File: src/rtl/mem_bus_arbiter.sv
// Round-robin arbiter sharing the single main-memory read port among N_CPU requesters.
// One grant at a time. The grant is released on completion, on requester abort, or on watchdog timeout.
module mem_bus_arbiter #(
  parameter int unsigned N_CPU   = 2,
  parameter int unsigned TIMEOUT = 64
) (
  input  logic                     clk,
  input  logic                     reset,
  input  logic [N_CPU-1:0]         req_CPU,
  input  logic                     read_mm_completed,
  output logic [N_CPU-1:0]         gnt_CPU,
  output logic [$clog2(N_CPU)-1:0] grant_id,
  output logic                     mm_start,
  output logic                     busy,
  output logic                     timeout_err
);

  localparam int unsigned ID_W    = $clog2(N_CPU);
  localparam int unsigned WD_W    = (TIMEOUT == 0) ? 1 : $clog2(TIMEOUT + 1);
  localparam logic [WD_W-1:0] WD_MAX  = WD_W'(TIMEOUT);
  localparam logic [WD_W-1:0] WD_LAST = WD_W'((TIMEOUT == 0) ? 0 : TIMEOUT - 1);
  localparam logic [ID_W-1:0] ID_LAST = ID_W'(N_CPU - 1);

  typedef enum logic [1:0] {ST_IDLE, ST_GRANT, ST_WAIT, ST_RELEASE} state_t;

  state_t          state;
  logic [ID_W-1:0] rr_ptr;
  logic [WD_W-1:0] wdog;
  logic            done_armed;
  logic            pick_valid;
  logic [ID_W-1:0] pick_id;
  logic [ID_W-1:0] cand;

  // First requester at or above rr_ptr, wrapping modulo N_CPU.
  always_comb begin
    pick_valid = 1'b0;
    pick_id    = '0;
    cand       = '0;
    for (int unsigned i = 0; i < N_CPU; i++) begin
      cand = ID_W'((32'(rr_ptr) + i) % N_CPU);
      if (!pick_valid && req_CPU[cand]) begin
        pick_valid = 1'b1;
        pick_id    = cand;
      end
    end
  end

  // Completion must be seen low at some point after the grant, so a level left over
  // from the previous transaction cannot complete the new one.
  always_ff @(posedge clk) begin
    if (!reset) begin
      state       <= ST_IDLE;
      gnt_CPU     <= '0;
      grant_id    <= '0;
      mm_start    <= 1'b0;
      busy        <= 1'b0;
      timeout_err <= 1'b0;
      rr_ptr      <= '0;
      wdog        <= '0;
      done_armed  <= 1'b0;
    end else begin
      mm_start    <= 1'b0;
      timeout_err <= 1'b0;
      case (state)
        ST_IDLE: begin
          if (pick_valid) begin
            gnt_CPU  <= N_CPU'(1) << pick_id;
            grant_id <= pick_id;
            mm_start <= 1'b1;
            busy     <= 1'b1;
            state    <= ST_GRANT;
          end
        end
        ST_GRANT: begin
          wdog       <= '0;
          done_armed <= ~read_mm_completed;
          state      <= ST_WAIT;
        end
        ST_WAIT: begin
          // The grant drops on the exit edge; RELEASE is the bus turnaround cycle.
          if (read_mm_completed && done_armed) begin
            gnt_CPU <= '0;
            busy    <= 1'b0;
            state   <= ST_RELEASE;
          end else if (!req_CPU[grant_id]) begin
            gnt_CPU <= '0;
            busy    <= 1'b0;
            state   <= ST_RELEASE;
          end else if (TIMEOUT != 0 && wdog == WD_LAST) begin
            gnt_CPU     <= '0;
            busy        <= 1'b0;
            timeout_err <= 1'b1;
            state       <= ST_RELEASE;
          end else begin
            if (wdog != WD_MAX) wdog <= wdog + WD_W'(1);
            if (!read_mm_completed) done_armed <= 1'b1;
          end
        end
        ST_RELEASE: begin
          gnt_CPU <= '0;
          busy    <= 1'b0;
          rr_ptr  <= (grant_id == ID_LAST) ? '0 : grant_id + ID_W'(1);
          state   <= ST_IDLE;
        end
        default: state <= ST_IDLE;
      endcase
    end
  end

  a_gnt_onehot: assert property (@(posedge clk) disable iff (!reset) $onehot0(gnt_CPU));
  a_mm_start_in_grant: assert property (@(posedge clk) disable iff (!reset) mm_start |-> state == ST_GRANT);

endmodule

File: config.mk
export PLATFORM = sky130hd
export DESIGN_NAME = mem_bus_arbiter
export DESIGN_NICKNAME = d
export VERILOG_FILES = /design/src/rtl/mem_bus_arbiter.sv
export SDC_FILE = /design/constraint.sdc
export NUM_CORES = 1
export LEC_CHECK = 0
export BUFFER_PORTS_ARGS = -buffer_cell sky130_fd_sc_hd__buf_2
export CAP_MARGIN = 20
export CORE_UTILIZATION = 53
export CTS_BUF_LIST = sky130_fd_sc_hd__clkbuf_4 sky130_fd_sc_hd__clkbuf_8
export DETAILED_ROUTE_END_ITERATION = 8
export PLACE_DENSITY = 0.77
export SLEW_MARGIN = 20
export SYNTH_ARGS = -nofsm -noshare
export SYNTH_HDL_FRONTEND = slang
export SYNTH_SLANG_ARGS = --single-unit
File: constraint.sdc
create_clock -name clk -period 1.9 [get_ports clk]
set_input_delay 0.095 -clock clk [delete_from_list [all_inputs] [get_ports clk]]
set_output_delay 0.095 -clock clk [all_outputs]
set_load 0.03 [all_outputs]
Yosys cells after proc, flatten, opt, wreduce, memory -nomap -nowiden
Cells that the tools add are included.
Widths: inputs -> output; s select.
{"block": "totals", "regBits": 17, "inputBits": 5, "output_inout_bits": 6, "elab_cells": 83}
{"block": "classes", "addsub": 3, "order_cmp": 3, "n_eq_ne": 12, "shift": 1, "muxes": 38, "bitwise_logic": 4, "n_reduce_logical": 13}
{"op": "$mux 7", "n": 4}
{"op": "$mux 1", "n": 21}
{"op": "$mux 2", "n": 8}
{"op": "$pmux 7 s2", "n": 1}
{"op": "$ne 2x2->1 const B", "n": 6}
{"op": "$reduce_and 5->1", "n": 2}
{"op": "$pmux 2 s4", "n": 1}
{"op": "$add 7x1->7 const B", "n": 1}
{"op": "$eq 7x6->1 const B", "n": 1}
{"op": "$ne 7x7->1 const B", "n": 1}
{"op": "$lt 1x2->1 const B", "n": 3}
{"op": "$pmux 2 s3", "n": 1}
{"op": "$reduce_and 2->1", "n": 3}
{"op": "$eq 2x2->1 const B", "n": 2}
{"op": "$ne 4x4->1 const B", "n": 1}
{"op": "$not 1->1", "n": 4}
{"op": "$reduce_or 4->1", "n": 1}
{"op": "$pmux 1 s3", "n": 1}
{"op": "$reduce_and 3->1", "n": 1}
{"op": "$reduce_bool 3->1", "n": 1}
{"op": "$add 1x1->1 const B", "n": 2}
{"op": "$eq 2x1->1 const B", "n": 1}
{"op": "$logic_and 1x1->1", "n": 2}
{"op": "$logic_not 2->1", "n": 1}
{"op": "other kinds (4)", "n": 4}

Depth between registers and ports, before layout
Gate-level depths: netlist of run 1.
{"block": "depth", "word_depth": 9, "mapped_depth": 7, "depth_no_buf": 7}

Worst setup path after synthesis of run 1
Ideal clock, no wire load.
{"block": "synth_path", "path_kind": "register to register", "from": "register state[0]", "to": "register wdog[5]", "setup_ns": 0.073, "arrival_ns": 1.726, "t_required_ns": 1.827, "slack_ns": 0.101, "stages_incl_launch_ff": 8, "synth_period_minus_slack_ns": 1.799, "path_cell_list": "dfxtp_1 -> inv_1 -> ha_1 -> inv_1 -> nor3b_4 -> nand3_4 -> or3b_2 -> o211ai_2"}
{"block": "synth_via", "elab_chain_len": 3, "elab_cells_between_ends": 9}
{"item": "start, declared", "line": "26", "rtl": "state_t state;"}
{"item": "start signal, assigned", "line": "52", "rtl": "state <= ST_IDLE;"}
{"item": "start signal, assigned", "line": "71", "rtl": "state <= ST_GRANT;"}
{"item": "start signal, assigned", "line": "77", "rtl": "state <= ST_WAIT;"}
{"item": "$eq 2x2->1 / $eq 2x1->1 (equally long branches)", "line": "64", "rtl": "case (state)"}
{"item": "$ne 2x2->1 (no source line) / $reduce_bool 2->1 (equally long branches)"}
{"item": "$reduce_and 5->1 (no source line)"}
{"item": "end signal, assigned", "line": "95", "rtl": "if (wdog != WD_MAX) wdog <= wdog + WD_W'(1);"}
{"item": "end, declared", "line": "28", "rtl": "logic [WD_W-1:0] wdog;"}
Parallel ways exist; a longest one is shown, timed or not.
A chain may end at the register's enable or synchronous reset.

Worst setup path in the final report of run 1
Ends and elaborated chain as after synthesis.

==> results of run 1 <==
==> cells in the mapped netlist (2+ instances only) <==
cell,instances,area share (%)
and3_1,2,1.4
nor2_1,9,3.7
ha_1,7,9.6
or4_1,3,2.5
mux2i_1,5,5.5
a21oi_1,4,2.2
nand3b_1,3,2.5
nand3_1,6,3.3
nor3_1,2,1.1
inv_1,7,2.9
nand4_1,2,1.4
dfxtp_1,17,37
nand2_1,13,5.3
==> registers in the layout, indices dropped and copies added (netlist names) <==
signal / flops
timeout_err: 1
wdog: 7
mm_start: 1
gnt_CPU: 2
busy: 1
rr_ptr: 1
grant_id: 1
done_armed: 1
state: 2
==> cells by family (layout without fill, tap and decap cells) <==
kind of cell               count (synthesis)  count (layout)  synth area share (%)
DFF                                       17              17                 37.26
xor gates and xnor gates                   1               1                0.9591
AOI/OAI and AO/OA                         17              17                 13.56
and+or+nand+nor                           47              47                 29.45
adders and majority gates                  7               7                 9.589
muxes                                      5               5                 5.480
buffers and inverters                      9              27                 3.698
==> area by class of cell <==
type / instances / area (sq um) / share of cell area [%]
multi-input cells: 77 / 546.8 / 51.84
flip-flops and latches: 17 / 340.3 / 32.27
repair buffers: 15 / 87.58 / 8.304
inverters: 8 / 30.03 / 2.847
clock buffers: 3 / 22.52 / 2.135
well taps: 16 / 20.02 / 1.898
clock inverters: 1 / 7.507 / 0.7117
==> cells in the final DEF, fill, tap and decap left out, types with 4 or more instances in the layout <==
cell type and n:
dfxtp_1 17, nand2_1 13, buf_2 10, nor2_1 8, inv_1 7, ha_1 7
nand3_1 6, mux2i_1 5, buf_4 5, a21oi_1 4
==> stage by stage <==
stage	setup slack, ns	power [uW]	util, %	hold slack (ns)
2_1_floorplan	0.1010	909.0	-	0.2352
3_3_place_gp	0.1372	1047	65.25	0.3954
3_5_place_dp	0.1318	1066	65.25	0.4437
4_1_cts	0.09793	1269	67.18	0.1182
5_1_grt	0.009439	1365	67.66	0.1245
6_report	0.1345	1267	67.66	0.1195
==> worst max-delay path: stages (launching register included) <==
cell and delay [ns]:
dfxtp_1 0.34, inv_1 0.12, ha_1 0.18, inv_1 0.11
nor3b_4 0.24, nand3_4 0.14, or4_1 0.50, o211ai_2 0.07
==> final timing paths <==
kind | to | slack [ns]
worst max register to register | wdog[5] | 0.13
worst min register to register | gnt_CPU[0] | 0.46
worst min-delay path | mm_start | 0.12
worst max-delay path | wdog[5] | 0.13
==> report_power, final <==
| group | total (uW) | switching (uW) | internal, uW |
|---|---|---|---|
| sequential | 474 | 45.7 | 428 |
| combinational | 586 | 351 | 235 |
| clock | 207 | 126 | 80.4 |
| total | 1270 | 523 | 743 |
==> what timing repair did <==
action | in CTS | in global routing
endpoints found under the setup margin | 0 | 7
gates resized for setup | 0 | 2
endpoints found under the hold margin | 0 | 0
hold buffers | 0 | 0
==> layer usage <==
| layer | GRT usage, % | up-vias |
|---|---|---|
| li1 | - | 410 |
| met1 | 29.79 | 362 |
| met2 | 36.06 | 22 |
| met3 | 6.250 | 4 |
| met4 | 13.13 | 0 |
| met5 | 0 | - |
==> results.cfg, run 1 <==
[floorplan]
boundaryPins = 11
initial_core_util_pct = 58.59
dieArea_sq_um = 1894
die_x_um = 43.52
die_y_um = 43.52
row_count = 14
core_sq_um = 1559

[timing]
setup_violations = 0
worstMarginPinSlew_ns = 0.3912
min_period_ns = 1.766
rsz0062_at_grt = false
slew_violations = 0
hold_violations = 0
fmax_ghz = 0.5664
setup_tns_ns = 0
finClkSkew_ns = 0.007611
slew_headroom_pct = 73.18
post-route-period-util_pct = 92.92

[setup_path]
arrival_ns = 2.00
endpoint_kind = flop
reg2reg_depth = 7
path_class = reg -> reg
cp-startpoint = state[0]
start_kind = flop
worstPathMaxFanout = 9
worstPathRequired_ns = 2.14
rr_startpoint = state[0]

[finish]
areaGrowthSynthToFinish_pct = 15.48
drive_above_1_share_pct = 23.14
stdcell_area_sq_um = 1055
nets = 134
layoutNonFillerInstCount = 137
diodes = 0
nFillCells = 130

[clocking]
clk_pin_slew_worst_paths_ns = 0.11
htreeDepth = 1
cts-root-buf = clkbuf_4
clkLatencyLatePin_ns = 0.30
cts_tree = built
cts_setup_buffers = 0
cts_made_buffers = 3
cts.sinks = 17
clk_path_buf_depth = 2

[status]
status = complete, but fails checks
violations = design-rule violations

[worst_hold_path]
hold_path_depth = 3
hp-class = in -> reg
worstHoldStart = req_CPU[1]

[synth]
synth_seq_cells = 17
synth_cell_types = 36
synth_ff_type = dfxtp_1
synth_edf_count = 0
synth_seq_area_share_pct = 37.26
yosys_warnings = 0
async_flop_share_pct = 0
postSynthCellCount = 103
syn-num-nets = 115
syn_area_sq_um = 913.4
avgSynthCellArea_sq_um = 8.868

[placed_design]
dpl.hpwl_um = 1363
dp_cells = 133
gp_congestion = 0.7992
portBuffers = 10
dpl_cell_area_sq_um = 1017

[drt]
wl_per_cell_um = 13.45
wl_met2_um = 823
antenna_left = 0
drt_pass1_iterations = 6
wirelength_met1_um = 889
viasPerCell = 5.825
vias = 798
dr.max_layer_used = met4
wl_um = 1842
drc = 2
routed-wl-met3_um = 92
drt_iter0_drc = 10

[run]
drv_cap = 0

[global_routing]
grt_pass1_wl_um = 3160
antenna_found_initial = 0
first_global_vias = 723
grt_util_all_layers_pct = 23.46
globalRoute.totalOverflow = 0
grt_max_degree = 13

[pwr]
power.density_nw_per_um2 = 1201
max-vdd-ir-drop_v = 0.0008379
static-leakage-power_uw = 0.0004390
Power figures use the tool's default switching activity.
==> inputs of run 2 (changes only) <==
--- a/config.mk
+++ b/config.mk
@@ -11,6 +11,7 @@
 export CTS_BUF_LIST = sky130_fd_sc_hd__clkbuf_4 sky130_fd_sc_hd__clkbuf_8
 export DETAILED_ROUTE_END_ITERATION = 8
 export PLACE_DENSITY = 0.77
+export RECOVER_POWER = 25
 export SLEW_MARGIN = 20
 export SYNTH_ARGS = -nofsm -noshare
 export SYNTH_HDL_FRONTEND = slang
==> results.cfg, run 2 (synthesized netlist as in run 1, its figures left out) <==
[status]
status = complete, but fails checks
violations = design-rule violations

[clocking]
clkLatencyLatePin_ns = 0.30
cts_setup_buffers = 0
clk_pin_slew_worst_paths_ns = 0.11
clk_path_buf_depth = 2
hold_buffers = 0
post_cts_resized = 0
cts_tree = built
cts-root-buf = clkbuf_4
htreeDepth = 1
cts.sinks = 17
cts_made_buffers = 3

[finish]
final_core_util_pct = 67.26
final_cell_mix = dfxtp_1, nand2_1, nor2_1, inv_1, ha_1
nFillCells = 135
final_common_cell = dfxtp_1
multi_input_area_sq_um = 546.8
layoutNonFillerInstCount = 137
nets = 134
areaGrowthSynthToFinish_pct = 14.80
top_regs = wdog (7), gnt_CPU (2), state (2)
regArea_sq_um = 340.3
drive_above_1_share_pct = 19.01
largest_reg_flops = 7
top_register = wdog
diodes = 0

[pwr]
static-leakage-power_uw = 0.0004198
max-vdd-ir-drop_v = 0.0008355
power.density_nw_per_um2 = 1201

[global_routing]
first_global_vias = 723
antenna_found_initial = 0
globalRoute.totalOverflow = 0
grt_max_degree = 13
grt_util_all_layers_pct = 23.46
grt_pass1_wl_um = 3160

[placed_design]
gp_congestion = 0.7992
dpl.hpwl_um = 1363
portBuffers = 10
dp_cells = 133

[drt]
routed-wl-met3_um = 79
drt_iter0_drc = 10
vias = 795
wl_per_cell_um = 13.49
viasPerCell = 5.803
drc = 2
wl_um = 1848
wl_met2_um = 828
antenna_left = 0
dr.max_layer_used = met4
wirelength_met1_um = 903
drt_pass1_iterations = 6

[timing]
hold_slack_ns = 0.1194
setup_violations = 0
worstMarginPinSlew_ns = 0.3920
min_period_ns = 1.767
fmax_ghz = 0.5658
setup_tns_ns = 0
rsz0062_at_grt = false
slew_violations = 0
slew_headroom_pct = 73.12
hold_violations = 0
finClkSkew_ns = 0.008521
post-route-period-util_pct = 93.02

[setup_path]
endpoint_kind = flop
rr_startpoint = state[0]
path_class = reg -> reg
worstPathMaxFanout = 9
cp-startpoint = state[0]
worstPathRequired_ns = 2.14
start_kind = flop
arrival_ns = 2.00

[worst_hold_path]
hp-class = in -> reg
worstHoldStart = read_mm_completed

[floorplan]
core_sq_um = 1559
boundaryPins = 11
initial_core_util_pct = 58.59
dieArea_sq_um = 1894
die_y_um = 43.52
die_x_um = 43.52
row_count = 14

[run]
drv_cap = 0
-- run 2: cell types whose count changed in the layout (fill, tap and decap cells not counted), sizes merged --
| cell | change |
|---|---|
| buf | -5 |
| clkbuf | +5 |
-- run 2: worst max-delay path, cell delays in order (launching register included) --
cell and delay (ns):
dfxtp_1 0.34, inv_1 0.12, ha_1 0.18, inv_1 0.11
nor3b_4 0.24, nand3_4 0.14, or4_1 0.50, o211ai_2 0.07
-- run 2: path summary, 6_finish.rpt --
path	endpoint	slack, ns	cells past startpoint
hold reg to reg	gnt_CPU[0]	0.47	2
setup reg to reg	wdog[5]	0.13	7
setup / recovery	wdog[5]	0.13	7
hold / removal	done_armed	0.12	3
-- run 2: where the power goes --
group / switching [uW] / internal (uW)
Clock: 126 / 80.4
Combinational: 352 / 226
Sequential: 47.1 / 428
-- run 2: area by class of cell --
cell class | instances | area share (%)
Tap cell | 16 | 1.909
Multi-Input combinational cell | 77 | 52.15
Inverter | 8 | 2.864
Clock inverter | 1 | 0.7160
Timing Repair Buffer | 15 | 7.757
Sequential cell | 17 | 32.46
Clock buffer | 3 | 2.148
-- run 2: layer usage --
layer / GRT usage (%) / vias to the layer above
li1: - / 410
met1: 29.79 / 363
met2: 36.06 / 18
met3: 6.250 / 4
met4: 13.13 / 0
met5: 0 / -
-- run 2: per-stage QoR --
stage | worst slack, ns | instance area [sq um] | total power (uW)
2_1_floorplan | 0.1010 | 913.4 | 909.0
3_3_place_gp | 0.1372 | 1017 | 1047
3_5_place_dp | 0.1318 | 1017 | 1066
4_1_cts | 0.09793 | 1047 | 1269
5_1_grt | 0.009439 | 1049 | 1357
6_report | 0.1327 | 1049 | 1259
==> inputs of run 3 (changes only) <==
--- a/config.mk
+++ b/config.mk
@@ -10,6 +10,7 @@
 export CORE_UTILIZATION = 53
 export CTS_BUF_LIST = sky130_fd_sc_hd__clkbuf_4 sky130_fd_sc_hd__clkbuf_8
 export DETAILED_ROUTE_END_ITERATION = 8
+export GPL_TIMING_DRIVEN = 0
 export PLACE_DENSITY = 0.77
 export RECOVER_POWER = 25
 export SLEW_MARGIN = 20
==> results.cfg, run 3 (synthesized netlist as in run 1, its figures left out) <==
[drt]
drt_iter0_drc = 37
drc = 2
wl_um = 2073
antenna_left = 0
viasPerCell = 5.958
drt_pass1_iterations = 6
wl_per_cell_um = 14.60
vias = 846

[clocking]
clk_pin_slew_worst_paths_ns = 0.10
hold_buffers = 0
cts_made_buffers = 3
clk_path_buf_depth = 2
cts-root-buf = clkbuf_4
clkLatencyLatePin_ns = 0.29
cts_tree = built
cts.sinks = 17
htreeDepth = 1

[timing]
post-route-period-util_pct = 96.51
fmax_ghz = 0.5454
min_period_ns = 1.834
worstMarginPinSlew_ns = 0.4535
finClkSkew_ns = 0.008661
slew_violations = 0
slew_headroom_pct = 69.76
setup_violations = 0
hold_violations = 0

[setup_path]
crit_family = simple AND/OR/NAND/NOR gates
max_stage_delay_ns = 0.49
cp_cell_sequence = inv_2, ha_4, clkinvlp_4, nor3b_4, nand3_4, or3b_2, o211ai_2
path_class = reg -> reg
start_kind = flop
crit_slowest_cell = or3b_2
path_buf_inv = 2
worstPathRequired_ns = 2.13
arrival_ns = 2.06
worstPathMaxFanout = 5
endpoint_kind = flop

[global_routing]
grt_util_all_layers_pct = 21.93
grt_pass1_wl_um = 3001
first_global_vias = 686
globalRoute.totalOverflow = 0
grt_max_degree = 11
antenna_found_initial = 0

[placed_design]
dp_cells = 129
dpl_cell_area_sq_um = 983.4
portBuffers = 10
gp_congestion = 0.8063
dpl.hpwl_um = 1295

[worst_hold_path]
hp-class = in -> reg

[finish]
regArea_sq_um = 341.6
final_cell_mix = dfxtp_1, nand2_1, nor2_1, buf_4
multi_input_area_sq_um = 584.3
nets = 139
top_register = wdog
final_core_util_pct = 71.51
drive_above_1_share_pct = 26.19
top_regs = wdog (7), gnt_CPU (2), state (2)
final_common_cell = dfxtp_1
diodes = 0
nFillCells = 127
layoutNonFillerInstCount = 142
areaGrowthSynthToFinish_pct = 22.05
largest_reg_flops = 7
stdcell_area_sq_um = 1115

[pwr]
max-vdd-ir-drop_v = 0.0008911
power.density_nw_per_um2 = 1195
static-leakage-power_uw = 0.0004426

[status]
status = complete, but fails checks
violations = design-rule violations

[floorplan]
initial_core_util_pct = 58.59
dieArea_sq_um = 1894
die_x_um = 43.52
boundaryPins = 11
die_y_um = 43.52
row_count = 14
core_sq_um = 1559

[run]
drv_cap = 0
[run 3: stage by stage]
step | setup WS, ns | hold slack, ns | TNS, ns | power (uW)
after floorplan | 0.1010 | 0.2352 | 0 | 909.0
after global placement | -0.09313 | 0.3988 | -0.1537 | 1013
after detailed placement | -0.1374 | 0.4061 | -0.4452 | 1034
after CTS | 0.002061 | 0.09297 | 0 | 1244
after global routing | -0.01418 | 0.1187 | -0.02108 | 1426
final | 0.06638 | 0.09816 | 0 | 1332
[run 3: area by class of cell]
cell class / count / share of cell area [%]
Multi-Input combinational cell: 78 / 52.41
Sequential cell: 17 / 30.64
Timing Repair Buffer: 18 / 9.315
Inverter: 8 / 3.030
Clock buffer: 3 / 2.020
Tap cell: 16 / 1.796
Clock inverter: 1 / 0.4489
Buffer: 1 / 0.3367
[run 3: where the power goes]
group          internal (uW)  leakage (uW)  switching, uW
Sequential               429      0.000139           54.8
Combinational            273      0.000286            388
Clock                   78.3     0.0000177            109
[run 3: routing by layer]
layer  up-vias  share of wire, %  track usage, %  wire length (um)
li1        420                 -               -                 -
met1       394                45           27.34               943
met2        30                49           36.36              1021
met3         2               4.5           7.500                94
met4         0              0.68           5.625                14
met5         -                 0               0                 0
[run 3: repair_timing]
item,CTS,global route
setup buffers,1,7
resized for setup,3,7
cloned,0,1
pin swaps,1,4
endpoints found under the setup margin,5,9
[run 3: final timing paths]
check,from,end,slack [ns],depth (start not counted)
worst min-delay path,req_CPU[1],mm_start,0.1,3
worst max register to register,state[0],wdog[5],0.07,7
worst min register to register,gnt_CPU[0],gnt_CPU[0],0.46,2
worst max-delay path,state[0],wdog[5],0.07,7
[run 3: tightest hold or removal path, cell delays in order]
cell and delay [ns]:
buf_2 0.10, nor2_1 0.05, nor2_1 0.10
